### config.mk
export PLATFORM = sky130hd
export DESIGN_NAME = piece_bag_generator
export DESIGN_NICKNAME = d
export VERILOG_FILES = /design/src/rtl/piece_bag_generator.sv
export SDC_FILE = /design/constraint.sdc
export NUM_CORES = 1
export LEC_CHECK = 0
export BUFFER_PORTS_ARGS = -buffer_cell sky130_fd_sc_hd__buf_2
export CORE_UTILIZATION = 55
export CTS_CLUSTER_SIZE = 30
export DETAILED_ROUTE_END_ITERATION = 12
export PLACE_DENSITY = 0.85
export SLEW_MARGIN = 20
export SYNTH_ARGS = -nofsm -noshare
export SYNTH_HDL_FRONTEND = slang
export SYNTH_SLANG_ARGS = --single-unit
### constraint.sdc
create_clock -name clk_i -period 33.8 [get_ports clk_i]
set_input_delay 3.38 -clock clk_i [delete_from_list [all_inputs] [get_ports clk_i]]
set_output_delay 3.38 -clock clk_i [all_outputs]
set_load 0.01 [all_outputs]
### src/rtl/piece_bag_generator.sv
// piece_bag_generator
// Turns random words into Tetris piece IDs using a 7-bag scheme. Every run of
// seven consecutive draws since reset/clear holds each piece exactly once.
// Drawn pieces wait in an in-order preview queue whose head is piece_o.
// Piece IDs: 0=I 1=O 2=T 3=S 4=Z 5=J 6=L (7 is never produced).
module piece_bag_generator #(
    parameter int width_p       = 8,
    parameter int queue_depth_p = 3
) (
    input  logic                         clk_i,
    input  logic                         reset_i,
    input  logic                         clear_i,
    input  logic [width_p-1:0]           random_i,
    input  logic                         v_i,
    output logic                         yumi_o,
    output logic [2:0]                   piece_o,
    output logic                         v_o,
    input  logic                         yumi_i,
    output logic [queue_depth_p*3-1:0]   preview_o,
    output logic [queue_depth_p-1:0]     preview_v_o,
    output logic [2:0]                   bag_remaining_o
);

    // Bag state: set bit = piece still undrawn; remaining_r tracks popcount(mask_r).
    logic [6:0]               mask_r;
    logic [6:0]               mask_n;
    logic [2:0]               remaining_r;
    logic [2:0]               remaining_n;

    // Preview queue: slot 0 is the head; valid bits are thermometer-coded and
    // invalid slots are kept at zero so they read back as 0.
    logic [2:0]               slot_r     [queue_depth_p];
    logic [2:0]               slot_shift [queue_depth_p];
    logic [2:0]               slot_n     [queue_depth_p];
    logic [queue_depth_p-1:0] valid_r;
    logic [queue_depth_p-1:0] valid_shift;
    logic [queue_depth_p-1:0] valid_n;

    logic                     full;
    logic                     deq;
    logic                     enq;
    logic [width_p-1:0]       n_ext;
    logic [width_p-1:0]       k_full;
    logic [2:0]               sel_piece;
    logic [6:0]               mask_cleared;

    assign full  = valid_r[queue_depth_p-1];
    // A dequeue with nothing queued is ignored rather than underflowing.
    assign deq   = yumi_i & valid_r[0] & ~clear_i;
    assign enq   = yumi_o;

    // Accepting while full is only possible because the head leaves on the same edge.
    assign yumi_o = v_i & ~reset_i & ~clear_i & (~full | yumi_i);

    // k = random mod n, evaluated on the full random word width.
    assign n_ext  = width_p'(remaining_r);
    assign k_full = random_i % n_ext;

    // Pick the k-th set bit of the bag mask, counting upward from bit 0.
    always_comb begin
        logic [width_p-1:0] cnt;
        sel_piece = 3'd0;
        cnt       = '0;
        for (int b = 0; b < 7; b++) begin
            if (mask_r[b]) begin
                if (cnt == k_full) begin
                    sel_piece = 3'(b);
                end
                cnt = cnt + 1'b1;
            end
        end
    end

    // Remove the drawn piece from the bag and refill when the bag empties.
    always_comb begin
        mask_cleared = mask_r & ~(7'd1 << sel_piece);
        mask_n       = mask_r;
        remaining_n  = remaining_r;
        if (enq) begin
            if (mask_cleared == 7'd0) begin
                mask_n      = 7'h7F;
                remaining_n = 3'd7;
            end else begin
                mask_n      = mask_cleared;
                remaining_n = remaining_r - 3'd1;
            end
        end
    end

    // Queue next state: shift toward the head on dequeue, then append at the first free slot.
    always_comb begin
        logic placed;
        for (int i = 0; i < queue_depth_p; i++) begin
            slot_shift[i] = slot_r[i];
        end
        valid_shift = valid_r;
        if (deq) begin
            for (int i = 0; i < queue_depth_p - 1; i++) begin
                slot_shift[i]  = slot_r[i+1];
                valid_shift[i] = valid_r[i+1];
            end
            slot_shift[queue_depth_p-1]  = 3'd0;
            valid_shift[queue_depth_p-1] = 1'b0;
        end

        for (int i = 0; i < queue_depth_p; i++) begin
            slot_n[i] = slot_shift[i];
        end
        valid_n = valid_shift;
        placed  = 1'b0;
        if (enq) begin
            for (int i = 0; i < queue_depth_p; i++) begin
                if (!valid_shift[i] && !placed) begin
                    slot_n[i]  = sel_piece;
                    valid_n[i] = 1'b1;
                    placed     = 1'b1;
                end
            end
        end
    end

    // Bag and queue registers; clear has the same effect as reset.
    always_ff @(posedge clk_i) begin
        if (reset_i || clear_i) begin
            mask_r      <= 7'h7F;
            remaining_r <= 3'd7;
            valid_r     <= '0;
            for (int i = 0; i < queue_depth_p; i++) begin
                slot_r[i] <= 3'd0;
            end
        end else begin
            mask_r      <= mask_n;
            remaining_r <= remaining_n;
            valid_r     <= valid_n;
            for (int i = 0; i < queue_depth_p; i++) begin
                slot_r[i] <= slot_n[i];
            end
        end
    end

    // Present registered queue and bag state.
    always_comb begin
        for (int i = 0; i < queue_depth_p; i++) begin
            preview_o[3*i +: 3] = slot_r[i];
        end
    end

    assign piece_o         = slot_r[0];
    assign v_o             = valid_r[0];
    assign preview_v_o     = valid_r;
    assign bag_remaining_o = remaining_r;

    // Shadow bag tracker: within each 7-draw bag no ID repeats and ID 7 never appears.
    logic [7:0] seen_r;
    logic [7:0] seen_next;
    assign seen_next = seen_r | (8'd1 << sel_piece);

    always_ff @(posedge clk_i) begin
        if (reset_i || clear_i) begin
            seen_r <= 8'd0;
        end else if (enq) begin
            assert (sel_piece != 3'd7 && !seen_r[sel_piece]);
            if (seen_next[6:0] == 7'h7F) begin
                seen_r <= 8'd0;
            end else begin
                seen_r <= seen_next;
            end
        end
    end

endmodule

# After elaboration in Yosys (flattened, before gate mapping)
# Memories as Yosys holds them, arrays and structs flattened.
# Index checks and enable logic that the tools add are counted.
[totals] out_inout_bits=20 wordCells=79 memories=1 latch_bits=0 input_bits=13 mem_bits_ro=0 ram_bits=9 reg_bits=13
[op_classes] mux=39 div_mod_pow=1 eq_ne=6 n_lt_le_gt_ge=0 shift=1 addsub=6 n_reduce_logical=8 multipliers=0 bitwise_logic=14
[memory_table] memory="slot_r" depth=3 word_bits=3 read_ports=3 rd_ports_with_merged_regs=0 write_ports=3 line_no="32" text="logic [2:0] slot_r [queue_depth_p];"
[ops] cell="3-bit 2-to-1 mux" count=19
[ops] cell="8-bit equality test" count=6
[ops] cell="8-bit by 1-bit adder with 8-bit output (second input constant)" count=5
[ops] cell="8-bit 2-to-1 mux" count=5
[ops] cell="9-bit 2-to-1 mux" count=2
[ops] cell="1-bit 2-to-1 mux" count=12
[ops] cell="8-bit by 3-bit remainder unit with 8-bit output" count=1
[ops] cell="7-bit bitwise AND" count=1
[ops] cell="7-bit logical NOT" count=1
[ops] cell="7-bit 2-to-1 mux" count=1
[ops] cell="7-bit NOT" count=1
[ops] cell="1-bit by 3-bit << shifter with 7-bit output (first input constant)" count=1
[ops] cell="1-bit bitwise AND" count=5
[ops] cell="1-bit logical NOT" count=4
[ops] cell="1-bit OR" count=4
[ops] cell="1-bit NOT" count=3
[ops] cell="3-bit by 1-bit subtractor with 3-bit output (second input constant)" count=1
[ops] cell="1-bit logical AND" count=2
[ops] cell="1-bit logical OR" count=1

# Longest topological paths before layout
[logic_depth] word_depth=19 ltp_mapped=60 depth_no_buf=58

# Worst setup path before layout
# OpenSTA, ideal clock, no wires.
[synth_timing] path_kind="input to register" from="input random_i[7]" to="register mask_r[0]" path_buffers=1 path_slack_ns=19.614 cell_stages=53 t_arrival_ns=14.110 setup_ns=0.076 required_time_ns=33.724 path_cell_list="ha_1 > nor3b_1 > a2bb2oi_2 > ha_1 > o21a_1 > nor4b_2 > a21o_1 > ha_1 > and2_1 > o311a_1 > ha_1 > a21oi_1 > nand2_1 > a2111oi_4 > nor2_1 > a21oi_1 > ha_1 > o21a_1 > [... 17 more ...] > a21o_1 > nor3_2 > nand2_1 > o21ai_1 > inv_1 > ha_1 > clkbuf_1 > and3_1 > a2111oi_2 > o22ai_4 > or4_1 > o211ai_1 > o221a_2 > o211ai_1 > a31o_1 > o31ai_2 > a41oi_4 > o22ai_1"
[synth_between] elab_chain_cells=19 word_cells_on_any_way=24 cone_classes="div (1); eq/ne (6); shift (1); mux (13); bitwise (2); reduce/logical (1)"
[synth_rtl] element="start, declared" line_no="13" text="input logic [width_p-1:0] random_i,"
[synth_rtl] element="8-bit by 3-bit remainder unit with 8-bit output *" line_no="57" text="assign k_full = random_i % n_ext;"
[synth_rtl] element="8-bit equality test" line_no="66" text="if (cnt == k_full) begin"
[synth_rtl] element="1-bit 2-to-1 mux" line_no="66"
[synth_rtl] element="1-bit 2-to-1 mux" line_no="65" text="if (mask_r[b]) begin"
[synth_rtl] element="3-bit 2-to-1 mux" line_no="66"
[synth_rtl] element="3-bit 2-to-1 mux" line_no="65"
[synth_rtl] element="3-bit 2-to-1 mux" line_no="66"
[synth_rtl] element="3-bit 2-to-1 mux" line_no="65"
[synth_rtl] element="[... 3 more ...]"
[synth_rtl] element="3-bit 2-to-1 mux" line_no="65"
[synth_rtl] element="3-bit 2-to-1 mux" line_no="66"
[synth_rtl] element="3-bit 2-to-1 mux *" line_no="65"
[synth_rtl] element="1-bit by 3-bit << shifter with 7-bit output *" line_no="76" text="mask_cleared = mask_r & ~(7'd1 << sel_piece);"
[synth_rtl] element="7-bit NOT *" line_no="76"
[synth_rtl] element="7-bit bitwise AND *" line_no="76"
[synth_rtl] element="7-bit logical NOT" line_no="80" text="if (mask_cleared == 7'd0) begin"
[synth_rtl] element="7-bit 2-to-1 mux *" line_no="80"
[synth_rtl] element="end signal, assigned" line_no="132" text="mask_r <= mask_n;"
[synth_rtl] element="end, declared" line_no="25" text="logic [6:0] mask_r;"
# Every way passes the cells marked *; elsewhere a longest branch is shown, timed or not.
# A chain may end at the register's enable or synchronous reset.

# Worst setup path in the final report
[layout_timing] from="input random_i[7]" to="register mask_r[1]"
# The elaborated chain is that of the path after synthesis.

==> flow_metrics.tcl <==
set metrics [dict create \
    grt_max_degree 14 \
    min_path_cells 2 \
    timing.rr.start "bag_remaining_o[0]$_SDFFE_PP1P_" \
    worst_setup_path_end_kind "flip-flop" \
    rows 29 \
    synth_area_leaders "dfxtp_1, ha_1, xnor2_1" \
    syn2layout_area_growth_pct 6.58 \
    dr.pass1.iters 5 \
    synth_most_common_cell "nor2_1" \
    drt-total-wl_mm 9.04 \
    worst-path-buf-inv 2 \
    dpl.hpwl_mm 7.25 \
    status "finished, final reports clean" \
    avgRoutedWirePerCell_um 16.0 \
    diodes 0 \
    initial_core_util_pct 56.9 \
    drt_iter0_markers 274 \
    rr_worst_depth 53 \
    reg2reg_to "mask_r[1]$_SDFFE_PP1P_" \
    finalHoldViolations 0 \
    crit_path_max_incr_delay_ns 0.55 \
    cts_buffers 3 \
    fin_crit_sh_pct 46.3 \
    overflow 0 \
    gp_congestion 0.917 \
    ys_seq_elements 22 \
    remaining_drc_errors 0 \
    antenna_found_initial 0 \
    netlist_area_mm2 0.00359 \
    clkTransAtPathRegs_ns 0.07 \
    ys_async_sr_fraction_pct 0 \
    crit_cells 53 \
    cp_max_fo 10 \
    hold_path_class "reg2reg" \
    gr-usage-met3_pct 1.39 \
    fin_skew_ns 0.00569 \
    multi_input_area_mm2 0.00299 \
    die_area_mm2 0.00686 \
    max_cap_viol_count 0 \
    use_met2_pct 47.7 \
    worst_slew_pin_slew_ns 0.745 \
    synthFlopType "dfxtp_1" \
    via_count 3685 \
    die_w_um 82.8 \
    synth_top_area_share_pct 12.3 \
    cp-startpoint "random_i[7]" \
    dpl_cell_area_mm2 0.00376 \
    tns_ns 0 \
    drv_slew 0 \
    cts_root_buf "clkbuf_8" \
    rsz0062_at_grt "false" \
    cts_setup_buffers 0 \
    critPathArrivalTime_ns 15.78 \
    required_ns 33.93 \
    cts_max_path_buffers 2 \
    synth_edf_count 0 \
    via_per_inst 6.51 \
    first_global_vias 3551 \
    crit_path_frequent_cell "ha_1" \
    cts_tree "yes" \
    drive_gt1_share_pct 16.4 \
    die_h_um 82.8 \
    met1_usage_pct 33.5 \
    ioPinCount 33 \
    holdBufCountCts 0 \
    ys_seq_area_share_pct 12.3 \
    busiest_layer "met2" \
    cts-htree-levels 1 \
    grt_use_total_pct 26.4 \
    clock-sinks 22 \
    grt_pass1_wl_mm 15.6 \
    syn_inst 471 \
    fmaxAchievable_mhz 63.9 \
    synth_top_cell_by_area "dfxtp_1" \
    critPathLaunchType "input port" \
    synth_nets 513 \
    fin_crit_ns 15.65 \
    syn_area_per_cell_um2 7.63 \
    design_area_mm2 0.00383 \
    finalSetupViolations 0 \
    min_from "mask_r[1]$_SDFFE_PP1P_" \
    synth_warnings 0 \
    drtAntennaViolNets 0 \
    final_nets 532 \
    r2r_slack_ns 20.66 \
    synthTopCellsByCount "nor2_1, nand2_1, ha_1, o21ai_0" \
    portBuffers 32 \
    fill_cells 611 \
    cts_resized 0 \
    synth.distinct_cells 92 \
    slew_headroom_pct 50.0 \
    critPathKind "in2reg" \
    worst_path_max_delay_cell "a2111oi_2" \
    crit_family "compound AO/OA/AOI/OAI gates" \
    core_region_area_mm2 0.00631 \
    clk_latency_ns 0.27 \
    regArea_um2 440 \
    hold_end "mask_r[1]$_SDFFE_PP1P_" \
]
-- kinds of logic after synthesis --
group | after synthesis | synth area share [%]
flops | 22 | 12.3
xor+xnor | 27 | 7.10
compound gates | 155 | 33.2
simple gates | 182 | 26.9
buf+inv | 36 | 4.42
fa+ha+maj | 29 | 10.3
mux | 20 | 5.85
-- tightest hold or removal path, stage by stage (launching register included) --
cell     delay (ns)
dfxtp_1        0.36
inv_1          0.09
o22ai_1        0.06
-- through the flow --
stage / hold slack [ns] / utilization (%) / setup slack (ns) / std cells
global placement: 0.516 / 59.5 / 18.57 / 562
detailed placement: 0.541 / 59.5 / 18.05 / 562
global route: 0.594 / 60.7 / 17.09 / 566
finish: 0.556 / 60.7 / 18.15 / 566
floorplan: 0.492 / - / 19.61 / 471
CTS: 0.551 / 60.7 / 18.27 / 566
-- routing by layer --
layer	up-vias	wire length, um
met5	-	0
met4	0	182
met3	22	379
met2	112	4460
met1	1737	4020
li1	1814	-
-- flip-flops by register name (all words and copies together) (netlist names) --
register	count
slot_r	9
mask_r	7
preview_v_o	3
bag_remaining_o	3
-- layout make-up --
| type | count | area share (%) |
|---|---|---|
| multi-input combinational | 413 | 78.2 |
| sequential | 22 | 11.5 |
| timing repair buffer | 32 | 4.18 |
| tap | 77 | 2.52 |
| inverter | 18 | 1.76 |
| clock buffer | 3 | 1.08 |
| clock inverter | 1 | 0.784 |
-- placed cells by master, fill, tap and decap left out, types with 8 or more instances in the layout --
master / count
nor3_1: 16
mux2_2: 8
buf_2: 32
o21a_1: 10
nand2_1: 35
o21ai_0: 27
nand2b_1: 8
nand4_1: 10
o21ai_1: 14
nand3_1: 12
a21oi_1: 22
dfxtp_1: 22
nor2_1: 44
nor2b_1: 12
ha_1: 28
xnor2_1: 20
mux2i_1: 12
inv_1: 18
-- worst max-delay path by stage --
stage	end	slack, ns
after floorplan	mask_r[0]$_SDFFE_PP1P_	19.61
after global placement	mask_r[1]$_SDFFE_PP1P_	18.57
after detailed placement	mask_r[1]$_SDFFE_PP1P_	18.05
after CTS	mask_r[1]$_SDFFE_PP1P_	18.27
after global routing	mask_r[0]$_SDFFE_PP1P_	17.09
final	mask_r[1]$_SDFFE_PP1P_	18.15
Power is not shown: default switching activity piles up to over one toggle a cycle in this logic, so the estimate is an artifact.
